===== config.mk =====
export PLATFORM = sky130hd
export DESIGN_NAME = fetch_mem_arbiter
export DESIGN_NICKNAME = d
export VERILOG_FILES = /design/src/rtl/fetch_mem_arbiter.sv
export SDC_FILE = /design/constraint.sdc
export NUM_CORES = 1
export LEC_CHECK = 0
export CORE_MARGIN = 10
export CORE_UTILIZATION = 45
export CTS_CLUSTER_SIZE = 30
export DETAILED_ROUTE_END_ITERATION = 6
export GPL_TIMING_DRIVEN = 0
export HOLD_SLACK_MARGIN = 0.02
export PLACE_DENSITY_LB_ADDON = 0.15
export SETUP_SLACK_MARGIN = 0.15
export SLEW_MARGIN = 20
export SYNTH_ARGS = -nofsm -noshare
export SYNTH_HDL_FRONTEND = slang
export SYNTH_SLANG_ARGS = --single-unit

===== constraint.sdc =====
create_clock -name clk -period 3.9 [get_ports clk]
set_clock_uncertainty 0.15 [all_clocks]
set_input_delay 0.78 -clock clk [delete_from_list [all_inputs] [get_ports clk]]
set_output_delay 0.78 -clock clk [all_outputs]
set_load 0.05 [all_outputs]

===== src/rtl/fetch_mem_arbiter.sv =====
// Arbiter sharing one single-ported memory between the fetch stage (read-only)
// and the memory stage (read/write), with flush cancellation and a watchdog.
module fetch_mem_arbiter #(
    parameter int N       = 32,
    parameter int TIMEOUT = 255,
    parameter int CNT_W   = 8
) (
    input  logic         clk,
    input  logic         rst,
    input  logic         ifReq,
    input  logic [N-1:0] ifAddr,
    input  logic         ifFlush,
    output logic [N-1:0] ifRdata,
    output logic         ifDone,
    output logic         ifStall,
    input  logic         memReq,
    input  logic         memWe,
    input  logic [N-1:0] memAddr,
    input  logic [N-1:0] memWdata,
    output logic [N-1:0] memRdata,
    output logic         memDone,
    output logic         memStall,
    output logic         ramCs,
    output logic         ramWe,
    output logic [N-1:0] ramAddr,
    output logic [N-1:0] ramWdata,
    input  logic [N-1:0] ramRdata,
    input  logic         ramReady,
    output logic         timeoutErr
);

    typedef enum logic [1:0] {
        IDLE      = 2'd0,
        SERVE_IF  = 2'd1,
        SERVE_MEM = 2'd2
    } state_t;

    state_t r_state;
    state_t w_nextState;

    logic             r_lastMem;
    logic             r_cancel;
    logic [CNT_W-1:0] r_wdCnt;
    logic             r_ramWe;
    logic [N-1:0]     r_ramAddr;
    logic [N-1:0]     r_ramWdata;
    logic [N-1:0]     r_ifRdata;
    logic [N-1:0]     r_memRdata;
    logic             r_ifDone;
    logic             r_memDone;
    logic             r_timeoutErr;

    logic w_effIf;
    logic w_effMem;
    logic w_grantMem;
    logic w_grantIf;
    logic w_serving;
    logic w_timeout;
    logic w_ifComplete;
    logic w_memComplete;
    logic w_stayServing;

    // The done terms keep a requester still holding its request in the done cycle from being re-granted.
    assign w_effIf  = ifReq & ~ifFlush & ~r_ifDone;
    assign w_effMem = memReq & ~r_memDone;

    // On a tie the requester that did not win last time gets the memory.
    assign w_grantMem = w_effMem & (~w_effIf | ~r_lastMem);
    assign w_grantIf  = w_effIf & ~w_grantMem;

    assign w_serving     = (r_state != IDLE);
    assign w_timeout     = w_serving && !ramReady && (r_wdCnt == CNT_W'(TIMEOUT - 1));
    assign w_ifComplete  = (r_state == SERVE_IF) && ramReady && !r_cancel && !ifFlush;
    assign w_memComplete = (r_state == SERVE_MEM) && ramReady;
    assign w_stayServing = w_serving && (w_nextState != IDLE);

    always_ff @(posedge clk or negedge rst) begin
        if (!rst) begin
            r_state <= IDLE;
        end else begin
            r_state <= w_nextState;
        end
    end

    always_comb begin
        w_nextState = r_state;
        case (r_state)
            IDLE: begin
                if (w_grantMem) begin
                    w_nextState = SERVE_MEM;
                end else if (w_grantIf) begin
                    w_nextState = SERVE_IF;
                end
            end
            SERVE_IF, SERVE_MEM: begin
                if (ramReady || w_timeout) begin
                    w_nextState = IDLE;
                end
            end
            default: w_nextState = IDLE;
        endcase
    end

    always_comb begin
        ramCs = 1'b0;
        ramWe = 1'b0;
        if (w_serving) begin
            ramCs = 1'b1;
            ramWe = r_ramWe;
        end
    end

    // Request parameters are latched at grant so the RAM side stays stable while serving.
    always_ff @(posedge clk or negedge rst) begin
        if (!rst) begin
            r_lastMem  <= 1'b0;
            r_ramWe    <= 1'b0;
            r_ramAddr  <= '0;
            r_ramWdata <= '0;
        end else if ((r_state == IDLE) && (w_grantMem || w_grantIf)) begin
            r_lastMem  <= w_grantMem;
            r_ramWe    <= w_grantMem & memWe;
            r_ramAddr  <= w_grantMem ? memAddr : ifAddr;
            r_ramWdata <= w_grantMem ? memWdata : '0;
        end
    end

    always_ff @(posedge clk or negedge rst) begin
        if (!rst) begin
            r_ifDone   <= 1'b0;
            r_memDone  <= 1'b0;
            r_ifRdata  <= '0;
            r_memRdata <= '0;
        end else begin
            r_ifDone  <= w_ifComplete;
            r_memDone <= w_memComplete;
            if (w_ifComplete) begin
                r_ifRdata <= ramRdata;
            end
            if (w_memComplete && !r_ramWe) begin
                r_memRdata <= ramRdata;
            end
        end
    end

    // A cancelled fetch still runs to completion on the RAM but delivers nothing.
    always_ff @(posedge clk or negedge rst) begin
        if (!rst) begin
            r_cancel <= 1'b0;
        end else if ((r_state == SERVE_IF) && (w_nextState == SERVE_IF)) begin
            r_cancel <= r_cancel | ifFlush;
        end else begin
            r_cancel <= 1'b0;
        end
    end

    always_ff @(posedge clk or negedge rst) begin
        if (!rst) begin
            r_wdCnt      <= '0;
            r_timeoutErr <= 1'b0;
        end else begin
            if (w_stayServing) begin
                r_wdCnt <= r_wdCnt + 1'b1;
            end else begin
                r_wdCnt <= '0;
            end
            if (w_timeout) begin
                r_timeoutErr <= 1'b1;
            end
        end
    end

    assign ifStall    = ifReq & ~r_ifDone;
    assign memStall   = memReq & ~r_memDone;
    assign ifRdata    = r_ifRdata;
    assign ifDone     = r_ifDone;
    assign memRdata   = r_memRdata;
    assign memDone    = r_memDone;
    assign ramAddr    = r_ramAddr;
    assign ramWdata   = r_ramWdata;
    assign timeoutErr = r_timeoutErr;

endmodule


==> out/metrics.sh <==
GRT_PASS1_VIAS=5100
FINAL_ANTENNA_NET_COUNT=0
FLOORPLAN.DIE_AREA_UM2=17950
CORE_REGION_AREA_UM2=12670
CRIT_CHAIN='clkdlybuf4s50_1, nand2b_1, inv_2, clkdlybuf4s50_1'
HOLD_BUFFERS=0
MAPPEDNETLISTAREA_UM2=5846
FF2FF_SETUP_SLACK_PS=1660
WORST-ENDPOINT-ARRIVAL_PS=2400
CTS_TREE='built'
CELL_ROWS=41
TIMING.FMAX_GHz=0.3000
SEQCELLAREA_UM2=3603
DRT_DRC_VIOLATIONS_LEFT=0
CHIPHEIGHT_UM=134.0
NUMBER_OF_ANTENNA_VIOLATIONS_AT_THE_FIRST_CHECK_IN_GLOBAL_ROUTING=0
WORST_PIN_SLEW_PS=604.7
VIAS=4547
YS_TYPES=40
DP_HPWL_MM=14.79
WORST_SLACK_ON_HOLD_PATHS_PS=167.5
POSTLAYOUTCELLAREA_UM2=9445
PLACE_AREA_UM2=8786
PORTBUFFERS=269
POST_CTS_BUFFERS=0
VIASPERCELL=5.080
DRT-TOTAL-WL_MM=19.00
GRT_REMAINING_OVERFLOW=0
POST_SYNTH_INST_COUNT=421
AVGSYNTHCELLAREA_UM2=13.89
MAX_CAP_VIOLATIONS=0
CLKLATENCYLATEPIN_PS=420
CRITICAL_PATH_CLASS='in -> out'
IR_WORST_VDD_V=0.0006853
SETUP_TOTAL_NEGATIVE_SLACK_PS=0
GP_CONGESTION=0.8084
GRT_SETUP_UNREPAIRED='false'
NUM-FILL-CELLS=869
ASYNC_SET_OR_RESET_FLOP_FRACTION_IN_THE_SYNTHESIZED_NETLIST_PCT=100.0
DRTITER0DRC=197
GLOBAL_ROUTE_WIRE_LENGTH_BEFORE_REPAIR_MM=29.84
TYPE_OF_DESTINATION_OF_THE_CRITICAL_PATH='primary output'
CP_COMMON_CELL='sky130_fd_sc_hd__clkdlybuf4s50_1'
HTREEDEPTH=4
IO-PIN-COUNT=270
PLACEDCELLCOUNT=863
CTS_SINKS=144
NET_COUNT_AFTER_SYNTHESIS=562
TRACK_USAGE_PCT=21.27
MULTIINPUTGATEAREA_UM2=2056
WORSTREG2REGSTART='r_state[1]'
CTSLONGESTPATHBUFFERS=2
GRT_START_MAX_NET_PINS=74
FLIP_FLOP_CELL_WITH_THE_HIGHEST_COUNT_AFTER_SYNTHESIS='sky130_fd_sc_hd__dfrtp_1'
PLACE_WS_PS=580.8
REPORT.FINAL.HOLD_VIOL_COUNT=0
CP_DATA_REQUIRED_TIME_PS=2970
NUM_ANTENNA_CELLS=0
SLEW_HEADROOM_PCT=59.56
CRITICAL_PATH.MAX_FANOUT=3
YS_SEQ_AREA_SHARE_PCT=61.64
OUTCOME='completed'
REPORT.FINAL.SLEW_VIOL_COUNT=0
MAXIMUM_SINGLE_STAGE_DELAY_ON_THE_CRITICAL_PATH_PS=840
SYNTH-SEQ-CELLS=144
CLOCKROOTBUFFER='sky130_fd_sc_hd__clkbuf_16'
POST_CTS.RESIZED_INSTANCES=0
POST-ROUTE-PERIOD-UTIL_PCT=85.48
TIMING.RR.END='ifRdata[23]'
CELLS_ON_WORST_REG2REG_PATH=6
DRT-PASS1-ITER-COUNT=4
CLK_PIN_SLEW_WORST_PATHS_PS=60
FLOORPLAN.INITIALDENSITY_PCT=46.13
FLOW.AREA_GROWTH_FROM_SYNTHESIS_PCT=61.58
TIMING.FINAL.CRIT_PERIOD_PS=3334
SETUP_VIOL=0
NUMBER_OF_CELLS_IN_THE_FINISHED_LAYOUT_APART_FROM_FILLERS=895
STATIC-LEAKAGE-POWER_nW=4.100
FINAL.SETUP.WORST_SLACK_PS=566.2
WORST_SETUP_START_KIND='input port'
LAYOUT.NETS=851
POWER_mW=9.604
CTS_MADE_BUFFERS=17
POSTLAYOUTCOREUTIL_PCT=74.54
FINAL_LAYOUT_SIZE_SUFFIX_GT1_SHARE_PCT=17.98
WIRE_PER_INST_UM=21.22
YS.WARNINGS.COUNT=0
DIE_WIDTH_UM=134.0
SYNTH_ENABLE_FLOP_CELLS=0
POWER.DENSITY_nW_PER_UM2=1017
MIN-DELAY-PATH-CLASS='in -> async'
WORST_PATH_MAX_DELAY_CELL='sky130_fd_sc_hd__clkdlybuf4s50_1'
cell families (layout without fill, tap and decap cells):
kind of cell,after synthesis,in the layout,share of synthesized area [%]
xor+xnor,6,6,0.8991
buf+inv,29,331,3.189
compound gates,77,77,9.996
mux,96,96,17.81
simple gates,63,63,5.180
flops,144,144,61.64
fa+ha+maj,6,6,1.284
critical path, delay by kind of cell:
family / cells / cell delay (ps)
buffers and inverters: 3 / 1450
and+or+nand+nor: 1 / 160
cell usage after synthesis, types with 3 or more instances:
library cell               number  area share [%]
sky130_fd_sc_hd__buf_2         11            0.94
sky130_fd_sc_hd__xor2_1         3            0.45
sky130_fd_sc_hd__buf_6          8             1.5
sky130_fd_sc_hd__a22o_1        29             4.3
sky130_fd_sc_hd__mux2_2        63              12
sky130_fd_sc_hd__nand2_1       36             2.3
sky130_fd_sc_hd__a22o_2         4            0.68
sky130_fd_sc_hd__o21ai_0       16             1.4
sky130_fd_sc_hd__clkbuf_1       3            0.19
sky130_fd_sc_hd__nor2_1        10            0.64
sky130_fd_sc_hd__ha_1           6             1.3
sky130_fd_sc_hd__xnor2_1        3            0.45
sky130_fd_sc_hd__dfrtp_1      144              62
sky130_fd_sc_hd__mux2i_1       32             5.5
sky130_fd_sc_hd__inv_1          5            0.32
sky130_fd_sc_hd__o21ai_1       18             1.5
sky130_fd_sc_hd__nor2b_1        3            0.32
placed cells by master (no fill, tap or decap), types with 5 or more instances in the layout:
cell type,n
sky130_fd_sc_hd__a22o_1,29
sky130_fd_sc_hd__buf_2,11
sky130_fd_sc_hd__buf_6,8
sky130_fd_sc_hd__clkbuf_16,17
sky130_fd_sc_hd__clkbuf_8,6
sky130_fd_sc_hd__clkdlybuf4s50_1,268
sky130_fd_sc_hd__dfrtp_1,144
sky130_fd_sc_hd__ha_1,6
sky130_fd_sc_hd__inv_1,5
sky130_fd_sc_hd__mux2_2,63
sky130_fd_sc_hd__mux2i_1,32
sky130_fd_sc_hd__nand2_1,36
sky130_fd_sc_hd__nor2_1,10
sky130_fd_sc_hd__o21ai_0,16
sky130_fd_sc_hd__o21ai_1,18
how the worst max path moves through the flow:
stage                      start           to  slack (ps)  depth (start not counted)
after floorplan            ifReq      ifStall        1480                          1
after global placement       rst  ifRdata[12]       -3650                          1
after detailed placement  memReq     memStall         580                          4
after CTS                 memReq     memStall         570                          4
after global routing      memReq     memStall         490                          4
final                     memReq     memStall         570                          4
layout make-up:
| type | count | share of cell area [%] |
|---|---|---|
| buffer | 23 | 1.735 |
| clock buffer | 23 | 5.378 |
| clock inverter | 9 | 1.603 |
| inverter | 6 | 0.2384 |
| multi-input combinational | 248 | 21.76 |
| sequential | 144 | 38.15 |
| tap | 172 | 2.278 |
| timing repair buffer | 270 | 28.85 |
state kept, by name, indices dropped and copies added, names as in the netlist:
signal,cells
r_ramWe,1
memDone,1
ramAddr,32
ifDone,1
r_lastMem,1
memRdata,32
ifRdata,32
ramWdata,32
r_state,2
r_cancel,1
r_wdCnt,8
timeoutErr,1
power by group:
group	internal (mW)	total [mW]	switching, mW	leakage (nW)
clock network	1.17	1.78	0.611	0.325
registers	2.16	2.53	0.370	1.79
logic	1.88	5.29	3.41	1.99
total	5.21	9.60	4.39	4.10
per-layer routing:
layer  part of all wire [%]  wire length, µm  vias up  GRT usage, %
met2                     48             9207      192         34.80
met3                     11             2149       20         11.02
met5                      0                0        -             0
li1                       -                -     2077             -
met1                     39             7394     2258         23.64
met4                    1.3              244        0         6.469
Power figures use the tool's default switching activity.
